`config.mk`:
```
export PLATFORM = sky130hd
export DESIGN_NAME = key_scan_ctrl
export DESIGN_NICKNAME = d
export VERILOG_FILES = /design/src/rtl/key_scan_ctrl.sv
export SDC_FILE = /design/constraint.sdc
export NUM_CORES = 1
export LEC_CHECK = 0
export CORE_MARGIN = 5
export CORE_UTILIZATION = 40
export DETAILED_ROUTE_END_ITERATION = 8
export PLACE_DENSITY = 0.61
export REMOVE_ABC_BUFFERS = 1
export SLEW_MARGIN = 20
export SYNTH_ARGS = -nofsm -noshare
export SYNTH_HDL_FRONTEND = slang
export SYNTH_SLANG_ARGS = --single-unit
export TNS_END_PERCENT = 20
```
`constraint.sdc`:
```
create_clock -name sys_clk -period 3.85 [get_ports sys_clk]
set_clock_uncertainty 0.05 [all_clocks]
set_input_delay 0.77 -clock sys_clk [delete_from_list [all_inputs] [get_ports sys_clk]]
set_output_delay 0.77 -clock sys_clk [all_outputs]
set_load 0.02 [all_outputs]
```
`src/rtl/key_scan_ctrl.sv`:
```
// Front-panel key controller: syncs active-low keys, queues falls, and runs one
// shared debounce/hold timer per granted key, emitting press/long/release pulses.
module key_scan_ctrl #(
  parameter int NUM_KEYS = 4,
  parameter int ID_W     = 2,
  parameter int CNT_W    = 24,
  parameter int DEB_CYC  = 1048575,
  parameter int LONG_CYC = 12500000
) (
  input  logic                sys_clk,
  input  logic                sys_rstn,
  input  logic [NUM_KEYS-1:0] key_in,
  input  logic [NUM_KEYS-1:0] key_en,
  output logic                press_vld,
  output logic                long_vld,
  output logic                rel_vld,
  output logic [ID_W-1:0]     key_id,
  output logic                busy
);

  typedef enum logic [1:0] {IDLE, SETTLE, HOLD, REL} state_e;

  localparam logic [CNT_W-1:0] DEB_LAST  = CNT_W'(DEB_CYC - 1);
  localparam logic [CNT_W-1:0] LONG_LAST = CNT_W'(LONG_CYC - 1);
  localparam logic [ID_W-1:0]  ID_LAST   = ID_W'(NUM_KEYS - 1);

  state_e              state_q, state_d;
  logic [NUM_KEYS-1:0] s1_q, s1_d, s2_q, s2_d, s3_q, s3_d;
  logic [NUM_KEYS-1:0] pend_q, pend_d;
  logic [CNT_W-1:0]    cnt_q, cnt_d;
  logic [ID_W-1:0]     rr_last_q, rr_last_d;
  logic [ID_W-1:0]     key_id_q, key_id_d;
  logic                long_done_q, long_done_d;
  logic                press_q, press_d, long_q, long_d, rel_q, rel_d;

  logic [NUM_KEYS-1:0] fall;
  logic                level;
  logic                grant;
  logic [ID_W-1:0]     grant_id;
  logic [ID_W-1:0]     idx;

  assign fall  = s3_q & ~s2_q;
  assign level = s2_q[key_id_q];

  // Round-robin search: scanning from the far end lets the nearest pending key win.
  always_comb begin
    grant_id = rr_last_q;
    idx      = '0;
    for (int k = NUM_KEYS; k >= 1; k--) begin
      idx = ID_W'((int'(rr_last_q) + k) % NUM_KEYS);
      if (pend_q[idx]) grant_id = idx;
    end
  end

  // NOTE: every always_comb output gets a default first so no path infers a latch.
  always_comb begin
    s1_d = key_in;
    s2_d = s1_q;
    s3_d = s2_q;
    for (int i = 0; i < NUM_KEYS; i++) begin
      if (!key_en[i])                           pend_d[i] = 1'b0;
      else if (grant && grant_id == ID_W'(i))   pend_d[i] = 1'b0;
      else if (fall[i])                         pend_d[i] = 1'b1;
      else                                      pend_d[i] = pend_q[i];
    end
  end

  // Next-state logic.
  always_comb begin
    state_d     = state_q;
    cnt_d       = cnt_q;
    long_done_d = long_done_q;
    rr_last_d   = rr_last_q;
    grant       = 1'b0;
    unique case (state_q)
      IDLE: begin
        if (|pend_q) begin
          grant       = 1'b1;
          rr_last_d   = grant_id;
          cnt_d       = '0;
          long_done_d = 1'b0;
          state_d     = SETTLE;
        end
      end
      SETTLE: begin
        if (cnt_q == DEB_LAST) begin
          cnt_d   = '0;
          state_d = level ? IDLE : HOLD;
        end else begin
          cnt_d = cnt_q + 1'b1;
        end
      end
      HOLD: begin
        if (level) begin
          cnt_d   = '0;
          state_d = REL;
        end else begin
          if (cnt_q != LONG_LAST) cnt_d = cnt_q + 1'b1;
          if (cnt_q == LONG_LAST) long_done_d = 1'b1;
        end
      end
      REL: begin
        if (!level) begin
          cnt_d   = '0;
          state_d = HOLD;
        end else if (cnt_q == DEB_LAST) begin
          cnt_d   = '0;
          state_d = IDLE;
        end else begin
          cnt_d = cnt_q + 1'b1;
        end
      end
    endcase
  end

  // Output logic, registered below so each pulse lasts exactly one cycle.
  always_comb begin
    press_d  = (state_q == SETTLE) && (cnt_q == DEB_LAST) && !level;
    long_d   = (state_q == HOLD) && !level && (cnt_q == LONG_LAST) && !long_done_q;
    rel_d    = (state_q == REL) && level && (cnt_q == DEB_LAST);
    key_id_d = grant ? grant_id : key_id_q;
  end

  // NOTE: sequential state uses non-blocking assignments so all flops update together.
  always_ff @(posedge sys_clk or negedge sys_rstn) begin
    if (!sys_rstn) begin
      state_q     <= IDLE;
      s1_q        <= '1;
      s2_q        <= '1;
      s3_q        <= '1;
      pend_q      <= '0;
      cnt_q       <= '0;
      rr_last_q   <= ID_LAST;
      key_id_q    <= '0;
      long_done_q <= 1'b0;
      press_q     <= 1'b0;
      long_q      <= 1'b0;
      rel_q       <= 1'b0;
    end else begin
      state_q     <= state_d;
      s1_q        <= s1_d;
      s2_q        <= s2_d;
      s3_q        <= s3_d;
      pend_q      <= pend_d;
      cnt_q       <= cnt_d;
      rr_last_q   <= rr_last_d;
      key_id_q    <= key_id_d;
      long_done_q <= long_done_d;
      press_q     <= press_d;
      long_q      <= long_d;
      rel_q       <= rel_d;
    end
  end

  assign press_vld = press_q;
  assign long_vld  = long_q;
  assign rel_vld   = rel_q;
  assign key_id    = key_id_q;
  assign busy      = (state_q != IDLE);

endmodule
```
# [Word-level counts from Yosys, hierarchy flattened]
# Cells that the tools add are included.
[totals] regBits=50 input_bits=10 output_inout_bits=6 wordCells=114
[classes] n_addsub=5 order_cmp=5 eq_ne=20 mux=45 bitwise=2 reduce_logical=22
[ops] cell="$mux W24" count=5
[ops] cell="$pmux W24 S4" count=1
[ops] cell="$add A24 B1 Y24 const B" count=1
[ops] cell="$eq A24 B20 Y1 const B" count=1
[ops] cell="$eq A24 B24 Y1 const B" count=1
[ops] cell="$ne A24 B24 Y1 const B" count=1
[ops] cell="$mux W1" count=22
[ops] cell="$mux W2" count=10
[ops] cell="$lt A2 B3 Y1 const B" count=5
[ops] cell="$ne A3 B1 Y1 const B" count=4
[ops] cell="$logic_and A1 B1 Y1" count=11
[ops] cell="$bmux W1 S2" count=5
[ops] cell="$eq A2 B2 Y1 const B" count=4
[ops] cell="$ne A2 B2 Y1 const B" count=4
[ops] cell="$pmux W2 S4" count=1
[ops] cell="$reduce_and A4 Y1" count=2
[ops] cell="$add A2 B1 Y2 const B" count=2
[ops] cell="$add A2 B2 Y2 const B" count=2
[ops] cell="$and A4 B4 Y4" count=1
[ops] cell="$eq A2 B1 Y1 const B" count=2
[ops] cell="$logic_not A2 Y1" count=2
[ops] cell="$not A4 Y4" count=1
[ops] cell="$reduce_and A2 Y1" count=2
[ops] cell="$reduce_bool A2 Y1" count=2
[ops] cell="6 further kinds" count=7

# [Longest topological paths before layout]
# Gate-level depths: netlist of run 1.
[depth] ltp_word=11 depth_mapped=8 mapped_depth_nobuf=7

# [Least setup slack after synthesis of run 1]
# OpenSTA, ideal clock, no wires.
[synth_path] path_kind="flip-flop to flip-flop" from="reg key_id_q[0], in the netlist key_id[0]" to="reg cnt_q[8]" arrival_ps=2233 slack_ps=1456 path_stages_with_launch=8 n_path_buf=1 cell_sequence="dfrtp_1 mux4_2 or2_4 or4_4 nand2_4 buf_6 o21ai_1 o41ai_1"
[synth_via] elab_chain_len=4 elab_cells_between_ends=7
[synth_lines] item="from (decl)" line="32" rtl="logic [ID_W-1:0] key_id_q, key_id_d;"
[synth_lines] item="from (signal assigned)" line="147" rtl="key_id_q <= key_id_d;"
[synth_lines] item="$bmux W1 S2 (*)" line="43" rtl="assign level = s2_q[key_id_q];"
[synth_lines] item="$mux W1 (implied by the code) (*)" line="43"
[synth_lines] item="$mux W24 (tied with other cells)" line="103" rtl="if (!level) begin"
[synth_lines] item="$pmux W24 S4 / $reduce_and A2 Y1 (equally long branches)"
[synth_lines] item="to (signal assigned)" line="145" rtl="cnt_q <= cnt_d;"
[synth_lines] item="to (decl)" line="30" rtl="logic [CNT_W-1:0] cnt_q, cnt_d;"
# Every way passes the cells marked *; elsewhere a longest branch is shown, timed or not. The select of a mux whose other input is x is not followed.
# A chain may end at the register's enable or synchronous reset.

# [Worst setup path after layout of run 1]
[layout_path] from="reg key_id_q[0], in the netlist key_id[0]" to="reg cnt_q[6]"
# The elaborated chain is that of the path after synthesis.

==> results.toml, run 1 <==
[outcome]
status = "finished, final reports clean"

[drt]
wl_per_cell_um = 15.8
drtAntennaViolNets = 0
drt-total-wl_um = 5330
first_pass_iters = 5
vias = 1918
remaining_drc_errors = 0
vias_per_cell = 5.67
drtIter0Drc = 187

[synthesis]
postSynthCellCount = 246
netlist_area_um2 = 2450
synth_edf_count = 0
ys_types = 48
synth_area_leaders = "dfrtp_1 37%, dfstp_2 15%, nand2_1 3.7%, nor2_1 3.5%, nand3_1 2.7%"
synth_ff_type = "dfrtp_1"
yosysTopAreaCell = "dfrtp_1"
ys_ff_latch = 50
ys_async_sr_fraction_pct = 100
netlist.area_leader.share_pct = 36.7
postSynthAreaPerCell_um2 = 9.97
yosys_warnings = 0
synth-seq-area-share_pct = 51.7

[die]
start_util_pct = 41.2
rows = 28
core-area_um2 = 5960
die-area_um2 = 7800
io_pins = 16
die_h_um = 88.3
die_w_um = 88.3

[sta]
fin_crit_ns = 2.78
tns_ns = 0
fmax_mhz = 359
rsz0062_at_grt = "no"
post-route-period-util_pct = 72.3
hold_viol = 0
timing.final.ws_setup_ns = 1.07
maxSlewHeadroom_pct = 33.3
worst_pin_slew_ns = 0.993
drv_slew = 0
hold_slack_ns = 0.311
setup_viol = 0

[grt]
grt_start_max_net_pins = 37
gr-usage-all-layers_pct = 14.8
grt_pass1_vias = 1800
grt_pass1_wl_um = 8990
grt_overflow = 0
antenna_found_initial = 0

[clock_network]
path_clk_slew_ns = 0.10
cts_tree = "built"
cts.sinks = 50
clk_latency_ns = 0.31
htreeDepth = 2
numCtsBuffers = 5
cts.repair_timing.setup_buffer_count = 0
clockBufferDepth = 2
cts_resized = 0
ctsHoldBuffers = 0
cts-root-buf = "clkbuf_8"

[setup_path]
arrival_ns = 2.97
cp.required_ns = 4.03
crit_buf_inv = 0
r2r-start = "key_id[0]"
path_max_fanout = 12
crit_type = "reg -> reg"
cp-end-kind = "flip-flop"
worstPathCellList = "mux4_2, or3_1, a211oi_2, a41oi_1, a31oi_1"
slowest_delay_ns = 0.81
crit_slowest_cell = "a211oi_2"
crit_start = "key_id[0]"
start_kind = "flip-flop"
crit_family = "compound AO/OA/AOI/OAI gates"

[cells_and_area]
fillers = 586
syn2layout_area_growth_pct = 13.2
multi_input_area_um2 = 1120
final_layout_size_suffix_gt1_share_pct = 12.9
nets = 274
num_antenna_cells = 0
seqCellArea_um2 = 1270

[pwr]
clkPwrFrac_pct = 31.1
swShare_pct = 29.6
intPower_w = 0.000895
combPwrFrac_pct = 15.6
ir_drop_mv = 0.219
seqPwrFrac_pct = 53.3
cellPowerDensity_nw_per_um2 = 458
total_power_w = 0.00127
switchingPower_w = 0.000377
p_leak_nw = 1.13

[placement]
gp_congestion = 0.866
pre_cts_slack_ns = 1.09
hpwl_um = 3720
port_buffers = 15

[worst_hold_path]
min_from = "s1_q[1]"
min_path_type = "reg -> reg"

[job]
maxCapViolations = 0
==> Yosys cell counts (6+ instances only) <==
library cell   n
dfrtp_1       36
nand4_1        9
nand2_1       24
dfstp_2       14
nand3_1       13
inv_1          7
a21oi_1       11
o21ai_1       10
nor2b_1        6
o21ai_0       12
nor2_1        23
==> cell families (layout without fill, tap and decap cells) <==
family | Yosys count | after routing | synth area share [%]
flip-flops | 50 | 50 | 51.7
adder cells (fa/ha/maj) | 2 | 2 | 1.02
AND/OR/NAND/NOR | 106 | 106 | 22.9
AO/OA/AOI/OAI | 71 | 71 | 19.9
multiplexers | 3 | 3 | 1.73
buffers and inverters | 14 | 31 | 2.65
==> layout make-up <==
type	count	share of cell area (%)
inverters	7	0.946
repair buffers	16	5.50
multi-input cells	182	40.3
flip-flops and latches	50	45.7
clock inverters	3	1.71
well taps	75	3.38
clock buffers	5	2.48
==> path summary, 6_finish.rpt <==
kind                              to  slack (ns)  cells after the start
max in group asynchronous    s1_q[3]        2.51                      2
min reg2reg                  s2_q[1]        0.31                      0
max                         cnt_q[6]        1.07                      5
min                          s2_q[1]        0.31                      0
min in group asynchronous  key_id[0]        0.48                      1
max reg2reg                 cnt_q[6]        1.07                      5
==> metrics by stage <==
step           util (%)  cells  cell area (um2)
2_1_floorplan         -    239             2410
3_3_place_gp       44.7    330             2660
3_5_place_dp       44.7    330             2660
4_1_cts            46.6    338             2780
5_1_grt            46.6    338             2780
6_report           46.6    338             2780
==> power groups by stage <==
stage	clock, W	combinational, W	sequential [W]
floorplan	0	0.000127	0.000676
global placement	0	0.000198	0.000687
detailed placement	0	0.000200	0.000686
CTS	0.000403	0.000202	0.000677
global route	0.000416	0.000225	0.000692
finish	0.000395	0.000199	0.000678
==> cells in the final DEF, fill, tap and decap left out, types with 5 or more instances in the layout <==
master / count
nand3_1: 13
clkbuf_8: 5
a2bb2oi_1: 5
nand4_1: 9
o21ai_1: 10
nor2b_1: 6
clkdlybuf4s50_1: 14
inv_1: 7
o21ai_0: 12
a21oi_1: 11
dfstp_2: 14
a31oi_1: 5
nor2_1: 23
nor3_1: 5
o31ai_1: 5
nand2_1: 24
a22o_1: 5
dfrtp_1: 36
==> layer usage <==
layer | global-route usage [%] | part of all wire (%) | vias up
met5 | 0 | 0 | -
li1 | - | - | 943
met2 | 22.2 | 46 | 41
met4 | 4.67 | 1.1 | 0
met3 | 2.79 | 3.6 | 4
met1 | 21.8 | 50 | 930
==> registers in the layout, summed over array words and instances, names as in the netlist, named ones only <==
register / flops
long_vld: 1
s2_q: 4
key_id: 2
cnt_q: 24
rr_last_q: 2
long_done_q: 1
pend_q: 4
s3_q: 4
press_vld: 1
s1_q: 4
state_q: 1
rel_vld: 1
Note: power is estimated with default switching activity, not from simulation.
==> inputs of run 2 (changes only) <==
PLACE_DENSITY = 0.63   (was 0.61)
clock period = 2.54 ns   (was 3.85 ns; I/O delays follow)
==> run 2 against run 1 <==
Against the previous run:
- setup slack worse by 0.94 ns
- flip-flop and latch count unchanged
- via count increased by 3.1%
- power up 45%
- critical endpoint is now cnt_q[13]
- final area up 4.1%
- routed wire length increased by 4.0%
- highest routed layer unchanged
- register-to-register slack got worse by 0.94 ns
- non-clock buffer count up 13
- cell count up 3.8%
- combinational power increased by 75%
- core utilization increased by 1.9 points
- first-iteration DRC count is 30% lower
==> results.toml, run 2 (synthesis gave the netlist of run 1 again) <==
[outcome]
status = "finished, final reports clean"

[drt]
vias_per_cell = 5.63
remaining_drc_errors = 0
drt-total-wl_um = 5540
drtAntennaViolNets = 0
first_pass_iters = 4
vias = 1977
drtIter0Drc = 131
wl_per_cell_um = 15.8

[cells_and_area]
fillers = 574
largest_register_ffs = 24
layout_commonest_cell = "dfrtp_1"
final_util_pct = 48.6
nets = 287
final_layout_size_suffix_gt1_share_pct = 17.4
regMostFlops = "cnt_q"
num_antenna_cells = 0
syn2layout_area_growth_pct = 17.9
final_cell_mix = "36 x dfrtp_1, 24 x nand2_1, 23 x nor2_1, 14 x clkdlybuf4s50_1, 14 x dfstp_2"

[clock_network]
htreeDepth = 2
clockBufferDepth = 2
numCtsBuffers = 5
path_clk_slew_ns = 0.10
cts.repair_timing.setup_buffer_count = 0
cts.sinks = 50
cts_tree = "built"
clk_latency_ns = 0.31
cts-root-buf = "clkbuf_8"

[grt]
antenna_found_initial = 0
gr-usage-all-layers_pct = 15.9
grt_start_max_net_pins = 39
grt_pass1_wl_um = 9500
grt_pass1_vias = 1915
grt_overflow = 0

[die]
die_w_um = 88.3
start_util_pct = 41.2
io_pins = 16
die-area_um2 = 7800
die_h_um = 88.3
rows = 28
core-area_um2 = 5960

[setup_path]
r2r_cells = 6
cp.required_ns = 2.69
path_max_fanout = 19
r2r_slack_ns = 0.12
arrival_ns = 2.57
r2r-start = "key_id[0]"
start_kind = "flip-flop"
crit_type = "reg -> reg"
cp-end-kind = "flip-flop"
r2r-end = "cnt_q[13]"

[sta]
worst_pin_slew_ns = 0.845
post-route-period-util_pct = 95.2
setup_viol = 0
fmax_mhz = 414
rsz0062_at_grt = "no"
maxSlewHeadroom_pct = 43.7
fin_crit_ns = 2.42
hold_viol = 0
drv_slew = 0

[placement]
hpwl_um = 3930
gp_congestion = 0.822
port_buffers = 15

[pwr]
ir_drop_mv = 0.456
p_leak_nw = 1.20
total_power_w = 0.00185
cellPowerDensity_nw_per_um2 = 640

[worst_hold_path]
min_path_type = "in -> async"

[job]
maxCapViolations = 0
run 2: cell types whose count changed in the layout (fill, tap and decap cells not counted):
cell	change
a211oi_2	-1
a211oi_4	+1
buf_12	+1
buf_4	+12
bufinv_16	-1
clkbuf_8	+1
clkinv_4	+2
inv_6	-2
nand2_4	-1
nand2_8	+1
or3_1	-1
or3_4	+1
run 2: repair_timing:
item / in CTS / in global routing
hold endpoints to repair: 0 / 0
hold buffers: 0 / 0
pin swaps: 0 / 1
gates cloned: 0 / 0
resized for setup: 1 / 2
setup endpoints to repair: 2 / 4
run 2: per-stage QoR:
| step | hold WS, ns | area, um2 | setup TNS [ns] | cells | setup WS, ns |
|---|---|---|---|---|---|
| finish | 0.252 | 2890 | 0 | 351 | 0.123 |
| global route | 0.310 | 2890 | 0 | 351 | 0.00252 |
| CTS | 0.264 | 2880 | 0 | 351 | 0.0581 |
| detailed placement | 0.297 | 2770 | -0.0247 | 343 | -0.0247 |
| global placement | 0.296 | 2770 | 0 | 343 | 0.00108 |
| floorplan | 0.162 | 2410 | 0 | 239 | 0.0363 |
run 2: per-layer routing:
layer	vias to the layer above	wire (um)	GRT usage, %
met5	-	0	0
met1	960	2660	22.9
li1	964	-	-
met4	0	60	5.77
met2	47	2570	23.9
met3	6	253	2.89
run 2: worst max path at each step:
stage,start,end
2_1_floorplan,key_id[0],cnt_q[6]
3_3_place_gp,key_id[0],cnt_q[6]
3_5_place_dp,key_id[0],cnt_q[6]
4_1_cts,key_id[0],cnt_q[13]
5_1_grt,key_id[0],cnt_q[7]
6_report,key_id[0],cnt_q[13]
run 2: worst max-delay path: stages (launching register included):
cell,delay (ns)
dfrtp_1,0.40
mux4_2,0.57
or2_4,0.29
or4_4,0.59
nand2_8,0.17
nor3_1,0.07
o22a_1,0.17
run 2: final cells by class:
class | instances | area, um2 | area share, %
sequential | 50 | 1270 | 43.9
multi-input combinational | 182 | 1140 | 39.4
timing repair buffer | 29 | 263 | 9.09
tap | 75 | 93.8 | 3.25
clock buffer | 6 | 82.6 | 2.86
inverter | 7 | 26.3 | 0.909
clock inverter | 2 | 17.5 | 0.606
run 2: power breakdown:
| group | leakage [nW] | switching (W) | internal [W] |
|---|---|---|---|
| registers | 0.626 | 0.000101 | 0.000904 |
| clock network | 0.0514 | 0.000272 | 0.000225 |
| logic | 0.519 | 0.000176 | 0.000173 |
| total | 1.20 | 0.000549 | 0.00130 |
==> inputs of run 3 (changes only) <==
MAX_ROUTING_LAYER = met4   (was default)
TNS_END_PERCENT = default   (was 20)
==> run 3 against run 2 <==
Against the previous run:
- maximum frequency rose by 0.45%
- count of clock-buffer cells in the layout unchanged
- sequential share of layout area about the same
- setup slack improved by 0.011 ns
- critical path depth is the same
- combinational power is 3% higher
- sequential power barely moved
- die area stayed put
- register-to-register slack hardly changed
- core utilization barely moved
- cell count grew 0.28%
- largest power group unchanged
==> results.toml, run 3 (synthesis gave the netlist of run 1 again) <==
[outcome]
status = "finished, final reports clean"

[sta]
worst_pin_slew_ns = 0.853
drv_slew = 0
rsz0062_at_grt = "no"
hold_viol = 0
maxSlewHeadroom_pct = 43.1
fin_crit_ns = 2.41
setup_viol = 0
fmax_mhz = 416
post-route-period-util_pct = 94.7

[setup_path]
cp-end-kind = "flip-flop"
cp.required_ns = 2.69
crit_type = "reg -> reg"
start_kind = "flip-flop"
path_max_fanout = 19
arrival_ns = 2.56

[die]
io_pins = 16
start_util_pct = 41.2
core-area_um2 = 5960
die_h_um = 88.3
die-area_um2 = 7800
die_w_um = 88.3
rows = 28

[pwr]
p_leak_nw = 1.20
combPwrFrac_pct = 19.2
swShare_pct = 29.9
switchingPower_w = 0.000558
total_power_w = 0.00187
clkPwrFrac_pct = 27.0
cellPowerDensity_nw_per_um2 = 645
intPower_w = 0.00131
ir_drop_mv = 0.461
seqPwrFrac_pct = 53.8

[cells_and_area]
nets = 288
syn2layout_area_growth_pct = 18.0
num_antenna_cells = 0
regMostFlops = "cnt_q"
layout_commonest_cell = "dfrtp_1"
fin_cells = 352
final_cell_mix = "36 x dfrtp_1, 24 x nand2_1, 23 x nor2_1"
final_layout_size_suffix_gt1_share_pct = 17.3
largest_register_ffs = 24

[job]
maxCapViolations = 0

[clock_network]
ctsHoldBuffers = 0
cts_tree = "built"
clockBufferDepth = 2
numCtsBuffers = 5
cts.sinks = 50
clk_latency_ns = 0.31
htreeDepth = 2
path_clk_slew_ns = 0.10
cts-root-buf = "clkbuf_8"

[worst_hold_path]
min_path_type = "in -> async"

[drt]
vias = 1991
vias_per_cell = 5.66
first_pass_iters = 4
drtAntennaViolNets = 0
remaining_drc_errors = 0
drtIter0Drc = 145
wl_per_cell_um = 15.7
drt-total-wl_um = 5540

[grt]
grt_pass1_wl_um = 9530
antenna_found_initial = 0
grt_start_max_net_pins = 39
gr-usage-all-layers_pct = 16.4
grt_pass1_vias = 1908
grt_overflow = 0

[placement]
port_buffers = 15
dpl.cell_count = 343
gp_congestion = 0.835
hpwl_um = 3930
==> run 3: changes by cell type in the layout (fill, tap and decap cells not counted), sizes merged <==
| cell | before | now |
|---|---|---|
| buf | 15 | 16 |
==> run 3: timing repair <==
item,CTS,global route
pin swaps,0,1
endpoints found under the setup margin,2,4
buffers inserted,0,1
gates resized for setup,1,1
==> run 3: final cells by class <==
type,instances,area (um2)
Fill cell,575,3060
Sequential cell,50,1270
Multi-Input combinational cell,182,1130
Timing Repair Buffer,30,270
Tap cell,75,93.8
Clock buffer,6,82.6
Inverter,7,26.3
Clock inverter,2,17.5
==> run 3: critical path, stage by stage, from the launching register on <==
cell and delay, ns:
dfrtp_1 0.40, mux4_2 0.56, or2_4 0.28, or4_4 0.59, nand2_8 0.16, nor3_1 0.07
o22a_1 0.17
==> run 3: power groups by stage <==
| stage | combinational (W) | sequential [W] | clock [W] |
|---|---|---|---|
| finish | 0.000359 | 0.00100 | 0.000503 |
| global route | 0.000403 | 0.00103 | 0.000555 |
| CTS | 0.000350 | 0.00100 | 0.000518 |
| detailed placement | 0.000347 | 0.00102 | 0 |
| global placement | 0.000342 | 0.00101 | 0 |
| floorplan | 0.000193 | 0.00102 | 0 |
==> run 3: worst paths after layout <==
path | from | endpoint | slack (ns) | cells past startpoint
min in group sys_clk | s1_q[0] | s2_q[0] | 0.31 | 0
max reg2reg | key_id[0] | cnt_q[13] | 0.13 | 6
max | key_id[0] | cnt_q[13] | 0.13 | 6
min | sys_rstn | key_id[0] | 0.25 | 1
min reg2reg | s1_q[0] | s2_q[0] | 0.31 | 0
max in group asynchronous | sys_rstn | cnt_q[5] | 1.53 | 2
==> run 3: routing by layer <==
metal  wire, um  share of wire (%)  up-vias  track usage (%)
met5          0                  0        -                -
met4         97                1.8        0             5.77
met3        170                3.1        8             2.89
met2       2530                 46       30             23.7
met1       2740                 49      983             23.2
li1           -                  -      970                -
==> run 3: stage by stage <==
stage               setup TNS (ns)  hold slack [ns]  utilization [%]  setup slack (ns)  area, um2
floorplan                        0            0.162                -            0.0363       2410
CTS                              0            0.264             48.3            0.0581       2880
global route                     0            0.310             48.6           0.00433       2890
global placement                 0            0.296             46.5           0.00108       2770
detailed placement         -0.0247            0.297             46.5           -0.0247       2770
finish                           0            0.249             48.6             0.134       2890
